## src/rtl/wb_arbiter.sv

```systemverilog
// wb_arbiter: merges ALU and LSU results onto the integer register file's single
// write port (W1). ALU results take a free slot directly; LSU results are queued in
// a small circular FIFO and fill slots the ALU leaves idle. A full FIFO wins the slot
// and back-pressures both sources.
//
// Ports:
//   clk, rst                          clock, synchronous active-high reset
//   alu_valid_i/alu_ready_o           ALU result handshake
//   alu_waddr_i/alu_wdata_i           ALU destination register and result
//   lsu_valid_i/lsu_ready_o           LSU result handshake
//   lsu_waddr_i/lsu_wdata_i           LSU destination register and load data
//   waddr_a_o/wdata_a_o/we_a_o        registered register-file write port
//   fifo_count_o                      current LSU FIFO occupancy
module wb_arbiter #(
    parameter int unsigned ADDR_WIDTH = 5,
    parameter int unsigned DATA_WIDTH = 32,
    parameter int unsigned FIFO_DEPTH = 2
) (
    input  logic                          clk,
    input  logic                          rst,
    input  logic                          alu_valid_i,
    output logic                          alu_ready_o,
    input  logic [ADDR_WIDTH-1:0]         alu_waddr_i,
    input  logic [DATA_WIDTH-1:0]         alu_wdata_i,
    input  logic                          lsu_valid_i,
    output logic                          lsu_ready_o,
    input  logic [ADDR_WIDTH-1:0]         lsu_waddr_i,
    input  logic [DATA_WIDTH-1:0]         lsu_wdata_i,
    output logic [ADDR_WIDTH-1:0]         waddr_a_o,
    output logic [DATA_WIDTH-1:0]         wdata_a_o,
    output logic                          we_a_o,
    output logic [$clog2(FIFO_DEPTH):0]   fifo_count_o
);

    localparam int unsigned PtrW = $clog2(FIFO_DEPTH);
    localparam int unsigned CntW = PtrW + 1;
    localparam logic [CntW-1:0] FullCnt = CntW'(FIFO_DEPTH);

    // FIFO storage and bookkeeping
    logic [ADDR_WIDTH-1:0] addr_mem_q [FIFO_DEPTH];
    logic [DATA_WIDTH-1:0] data_mem_q [FIFO_DEPTH];
    logic [PtrW-1:0]       rd_ptr_q, rd_ptr_d;
    logic [PtrW-1:0]       wr_ptr_q, wr_ptr_d;
    logic [CntW-1:0]       count_q, count_d;

    // Registered write port
    logic                  we_q, we_d;
    logic [ADDR_WIDTH-1:0] waddr_q, waddr_d;
    logic [DATA_WIDTH-1:0] wdata_q, wdata_d;

    logic                  full;
    logic                  alu_fire;
    logic                  push;
    logic                  pop;
    logic                  slot_valid;
    logic [ADDR_WIDTH-1:0] slot_addr;
    logic [DATA_WIDTH-1:0] slot_data;

    // Readys depend on the registered count only, never on a valid input.
    assign full        = (count_q == FullCnt);
    assign alu_ready_o = !full;
    assign lsu_ready_o = !full;

    always_comb begin
        alu_fire = alu_valid_i && !full;
        push     = lsu_valid_i && !full;
        // Full FIFO takes the slot; otherwise the ALU has priority over queued entries.
        pop      = full || (!alu_fire && (count_q != '0));

        slot_valid = alu_fire || pop;
        if (pop) begin
            // Head comes from registered storage only: no same-cycle bypass of a push.
            slot_addr = addr_mem_q[rd_ptr_q];
            slot_data = data_mem_q[rd_ptr_q];
        end else begin
            slot_addr = alu_waddr_i;
            slot_data = alu_wdata_i;
        end

        rd_ptr_d = pop  ? rd_ptr_q + PtrW'(1) : rd_ptr_q;
        wr_ptr_d = push ? wr_ptr_q + PtrW'(1) : wr_ptr_q;
        count_d  = count_q + CntW'(push) - CntW'(pop);

        // Idle slot keeps address and data; a write to x0 consumes the slot silently.
        we_d    = 1'b0;
        waddr_d = waddr_q;
        wdata_d = wdata_q;
        if (slot_valid) begin
            if (slot_addr == '0) begin
                waddr_d = '0;
                wdata_d = '0;
            end else begin
                we_d    = 1'b1;
                waddr_d = slot_addr;
                wdata_d = slot_data;
            end
        end
    end

    always_ff @(posedge clk) begin
        if (rst) begin
            rd_ptr_q <= '0;
            wr_ptr_q <= '0;
            count_q  <= '0;
            we_q     <= 1'b0;
            waddr_q  <= '0;
            wdata_q  <= '0;
        end else begin
            rd_ptr_q <= rd_ptr_d;
            wr_ptr_q <= wr_ptr_d;
            count_q  <= count_d;
            we_q     <= we_d;
            waddr_q  <= waddr_d;
            wdata_q  <= wdata_d;
        end
    end

    // Storage needs no reset: entries are only read while counted as valid.
    always_ff @(posedge clk) begin
        if (!rst && push) begin
            addr_mem_q[wr_ptr_q] <= lsu_waddr_i;
            data_mem_q[wr_ptr_q] <= lsu_wdata_i;
        end
    end

    assign we_a_o       = we_q;
    assign waddr_a_o    = waddr_q;
    assign wdata_a_o    = wdata_q;
    assign fifo_count_o = count_q;

endmodule
```

## config.mk

```make
export PLATFORM = sky130hd
export DESIGN_NAME = wb_arbiter
export DESIGN_NICKNAME = d
export VERILOG_FILES = /design/src/rtl/wb_arbiter.sv
export SDC_FILE = /design/constraint.sdc
export NUM_CORES = 1
export LEC_CHECK = 0
export BUFFER_PORTS_ARGS = -buffer_cell sky130_fd_sc_hd__buf_2
export CORE_UTILIZATION = 30
export DETAILED_ROUTE_END_ITERATION = 10
export GPL_ROUTABILITY_DRIVEN = 1
export PLACE_DENSITY_LB_ADDON = 0.15
export SLEW_MARGIN = 10
export SYNTH_ARGS = -nofsm -noshare
export SYNTH_HDL_FRONTEND = slang
export SYNTH_SLANG_ARGS = --single-unit
export TNS_END_PERCENT = 10
```

## constraint.sdc

```tcl
create_clock -name clk -period 5.2 [get_ports clk]
set_input_delay 0.26 -clock clk [delete_from_list [all_inputs] [get_ports clk]]
set_output_delay 0.26 -clock clk [all_outputs]
set_load 0.01 [all_outputs]
```

== After elaboration in Yosys (flattened, before gate mapping) ==
Memories as Yosys holds them, arrays and structs flattened. A register that Yosys moved wholly into a read port is not among the register bits.
Cells that the tools add are included.
Cells by class
  add/subtract/negate cells: 4
  eq/ne operators: 1
  mux-type cells: 11
  bitwise gates (word level): 1
  reductions and logical operators: 12
Operator list (number)
  $mux W32: 2
  $mux W5: 2
  $mux W1: 7
  $logic_not A5 Y1: 1
  $logic_and A1 B1 Y1: 4
  $logic_not A1 Y1: 3
  $add A1 B1 Y1 const B: 2
  $add A2 B1 Y2: 1
  $eq A2 B2 Y1 const B: 1
  $logic_or A1 B1 Y1: 2
  $reduce_bool A2 Y1: 1
  $reduce_or A2 Y1: 1
  $sub A2 B1 Y2: 1
  $not A1 Y1: 1
Word-level totals
  flip-flop bits (word level): 42
  RAM bits: 74
  bits of input ports: 78
  output and inout bits: 42
  logic and storage cells: 37
  memories: 2
Memories
  data_mem_q: depth 2, width 32, rd ports 1, clocked after memory_dff 1, write ports 1, line 41  | logic [DATA_WIDTH-1:0] data_mem_q [FIFO_DEPTH];
  addr_mem_q: depth 2, width 5, rd ports 1, clocked after memory_dff 1, write ports 1, line 40  | logic [ADDR_WIDTH-1:0] addr_mem_q [FIFO_DEPTH];

== Depth between registers and ports, before layout ==
  depth after elaboration: 9
  mapped depth: 10
  depth with buffers taken out: 8

== Least setup slack after synthesis ==
Ideal clock, no wire load.
  kind: reg-to-reg
  from: register count_q[0] (netlist: fifo_count_o[0])
  to: memory addr_mem_q[1][0] (enable)
  library setup time: 0.486 ns
  arrival time: 3.556 ns
  required time: 4.714 ns
  setup slack: 1.158 ns
  stages on the path, launching flop included: 4
  buffers on the path: 0
  period minus slack after synthesis: 4.042 ns
  cells stage by stage: dfxtp_1 nand2b_1 nand2_1 nor3b_1
On the way
  cells in the longest elaborated chain, start to end: 6
Ends and longest elaborated chain
  from (decl): line 44  | logic [CntW-1:0] count_q, count_d;
  from (signal assigned): line 111  | count_q <= count_d;
  $eq A2 B2 Y1: line 60  | assign full = (count_q == FullCnt);
  $logic_not A1 Y1
  named net alu_ready_o: line 22  | output logic alu_ready_o,
  $logic_and A1 B1 Y1: line 66  | push = lsu_valid_i && !full;
  $logic_and A1 B1 Y1: line 120  | if (!rst && push) begin
  $mux W1: line 120
  $mux W1 (implied by the code): line 121  | addr_mem_q[wr_ptr_q] <= lsu_waddr_i;
  to (decl): line 40
The timed path passes the listed nets, and every way through them passes these cells.

== Final worst setup path ==
  from: register count_q[0] (netlist: fifo_count_o[0])
  to: register wdata_q[1] (netlist: wdata_a_o[1])
On the way
  cells in the longest elaborated chain, start to end: 9
  elaborated cells between the ends (all ways): 12
  classes of those cells: eq/ne: 1; mux: 3; reduce/logical: 8
Ends and longest elaborated chain
  $eq A2 B2 Y1: line 60
  $logic_not A1 Y1: line 65  | alu_fire = alu_valid_i && !full;
  $logic_and A1 B1 Y1: line 65
  $logic_not A1 Y1: line 68  | pop = full || (!alu_fire && (count_q != '0));
  $logic_and A1 B1 Y1: line 68
  $logic_or A1 B1 Y1: line 68
  $mux W5: line 71  | if (pop) begin
  $logic_not A5 Y1: line 89  | if (slot_addr == '0) begin
  $mux W32: line 89
  to (signal assigned): line 114  | wdata_q <= wdata_d;
  to (decl): line 49  | logic [DATA_WIDTH-1:0] wdata_q, wdata_d;
Parallel ways exist; a longest one is shown, timed or not.
A chain may end at the register's enable or synchronous reset.

==> flow_summary.ini <==
[detailed_routing]
first_pass_iters = 4
drcViolationCount = 0
avgRoutedWirePerCell_um = 15.1
via_count = 2749
ant_nets = 0
viasPerCell = 4.54
first_iter_violations = 97
wl_mm = 9.13

[sta]
setup_viol = 0
clock_skew_ns = 0.0150
fin_setup_tns_ns = 0
min_period_over_period_pct = 42.7
rsz0062_at_grt = no
max_freq_mhz = 450
min_period_ns = 2.22
worstMarginPinSlew_ns = 0.931
hold_viol = 0
max-slew-margin-rel_pct = 37.8
finalMaxSlewViolations = 0

[power_and_ir_drop]
power.leakage_nw = 2.14
finalPower_mw = 2.85
powerDensity_nw_per_um2 = 512
ir_worst_vdd_mv = 0.211

[clock_network]
clock-root-buffer = clkbuf_16
ctsResizeCount = 0
cts_setup_buffers = 0
cts.reportedPaths.clkPinSlew_ns = 0.06
clock_path_buffers = 2
numCtsBuffers = 17
clock_sinks = 117
clkLatencyLatePin_ns = 0.40
cts_tree = done
cts_hold_buf = 0
htree_num_levels = 4

[critical_path]
criticalPathCategory = reg -> reg
worstPathArrival_ns = 2.53
rr_worst_depth = 4
r2r_slack_ns = 2.98
reg2reg_to = wdata_a_o[1]
crit_path_start = fifo_count_o[0]
crit_path_end = wdata_a_o[1]
worstSetupStartpointType = flip-flop
crit_required_ns = 5.51
endpoint_kind = flip-flop
crit_fanout = 33
r2r_start = fifo_count_o[0]

[finish]
area_growth_pct = 30.1
num-fill-cells = 1349
nets = 492
num_antenna_cells = 0
final_util_pct = 40.1
drive_gt1_share_pct = 37.2

[logic_synthesis]
synth_fp_nets = 368
syn_avg_cell_area_um2 = 14.9
ys_ff_latch = 117
syn_area_um2 = 4280
yosysWarnings = 0
ys_seq_area_share_pct = 72.0
synth_cell_types = 33
synth_cells = 288

[placement]
hpwl_mm = 5.93
numPortBuffers = 119
gp_congestion = 0.739

[global_routing]
antenna_found_initial = 1
grt_usage_pct = 13.0
grt_busiest_layer = met2
grt-ovfl-total = 0
grt_util_met3_pct = 5.78
grt_util_met1_pct = 14.8
grt_pass1_vias = 2661
grt.met2_usage_pct = 21.3
grt_first_pass_wirelength_mm = 13.7
grt_max_degree = 39

[floorplanning]
die-area_um2 = 14800
die_w_um = 121
num_rows = 43
die_h_um = 121
initial_core_util_pct = 30.8
io_pins = 120
core-area_um2 = 13900

[outcome]
outcome = completed

[min_path]
hold_class = in -> reg

[job]
cap_violations = 0
-- layout by cell type (no fill, tap or decap), drive strengths merged --
cell	instances
or2	1
o211ai	5
inv	3
o2111a	1
clkbuf	23
a21oi	5
nor4	2
nand2	8
nand3b	1
edfxtp	74
nand4	1
xor2	2
a22oi	32
nand2b	2
or3	1
o21ai	32
nand3	5
mux2i	37
xnor2	2
buf	123
clkinvlp	3
nor2b	1
or4	1
and2	1
nor3b	1
nor3	1
ha	2
nor2	7
dfxtp	43
clkinv	5
-- synth_stat cells --
cell type,number,area [um2]
o211ai_1,5,37.5
mux2i_1,37,370
or3_1,1,6.26
nor3b_1,1,7.51
inv_1,2,7.51
o21ai_1,29,145
nand4_2,1,12.5
and2_1,1,6.26
nand3b_1,1,7.51
buf_4,1,7.51
clkbuf_1,2,7.51
buf_2,6,30.0
nor2_1,7,26.3
o21ai_0,3,15.0
xor2_1,2,17.5
nand2_1,8,30.0
edfxtp_1,74,2220
buf_1,2,7.51
or4_1,1,7.51
ha_1,2,25.0
nand2b_1,2,12.5
clkbuf_2,3,15.0
a21oi_1,5,25.0
or2_2,1,6.26
o2111a_2,1,12.5
a22oi_1,32,240
nor2b_1,1,6.26
xnor2_1,2,17.5
buf_6,4,45.0
nor4_1,2,12.5
nor3_1,1,5.00
dfxtp_1,43,861
nand3_1,5,25.0
-- worst max-delay path, cell delays in order, from the launching register on --
cell	delay, ns
dfxtp_1	0.41
or2_2	0.20
and2_1	0.33
nand4_2	0.79
o21ai_0	0.40
-- state kept, by name, indices dropped and copies added (netlist names), named ones only --
name and cells:
data_mem_q 64, wdata_a_o 32, addr_mem_q 10, waddr_a_o 5
fifo_count_o 2, rd_ptr_q 1, we_a_o 1, wr_ptr_q 1
-- report_power, final --
part,switching (mW),internal (mW),total [mW]
logic,0.357,0.260,0.617
clock network,0.382,0.644,1.03
registers,0.0657,1.15,1.21
total,0.805,2.05,2.85
-- final cells by class --
class	instances	area (um2)	share of cell area (%)
flip-flops and latches	117	3080	55.4
repair buffers	123	626	11.2
well taps	180	225	4.04
clock inverters	9	53.8	0.966
inverters	2	7.51	0.135
clock buffers	23	479	8.60
multi-input cells	151	1090	19.7
-- layer usage --
| layer | up-vias | part of all wire [%] |
|---|---|---|
| li1 | 1358 | - |
| met1 | 1302 | 42 |
| met2 | 82 | 51 |
| met3 | 7 | 6.1 |
| met4 | 0 | 0.81 |
| met5 | - | 0 |
-- per-stage QoR --
step | hold WS, ns | worst slack, ns | cells | cell area (um2)
global route | 0.0198 | 2.69 | 605 | 5570
global placement | 0.436 | 3.06 | 573 | 5040
finish | 0.0438 | 2.98 | 605 | 5570
floorplan | 0.332 | 1.16 | 288 | 4280
CTS | 0.0241 | 2.90 | 605 | 5570
detailed placement | 0.442 | 2.91 | 573 | 5040
-- worst min-delay path by stage --
stage               cells after the start           start  slack (ns)               end
finish                                  1  lsu_wdata_i[5]        0.04  data_mem_q[1][5]
global route                            1  lsu_wdata_i[5]        0.02  data_mem_q[0][5]
CTS                                     1  lsu_wdata_i[5]        0.02  data_mem_q[1][5]
detailed placement                      2    waddr_a_o[0]        0.44      waddr_a_o[0]
global placement                        2    waddr_a_o[0]        0.44      waddr_a_o[0]
floorplan                               1             rst        0.33   fifo_count_o[0]
-- cells by family after synthesis --
family	share of synthesized area, %
compound gates	11.1
xor+xnor	0.819
fa+ha+maj	0.585
flops	72.0
simple gates	4.01
buf+inv	2.81
mux	8.65
Note: power is estimated with default switching activity, not from simulation.
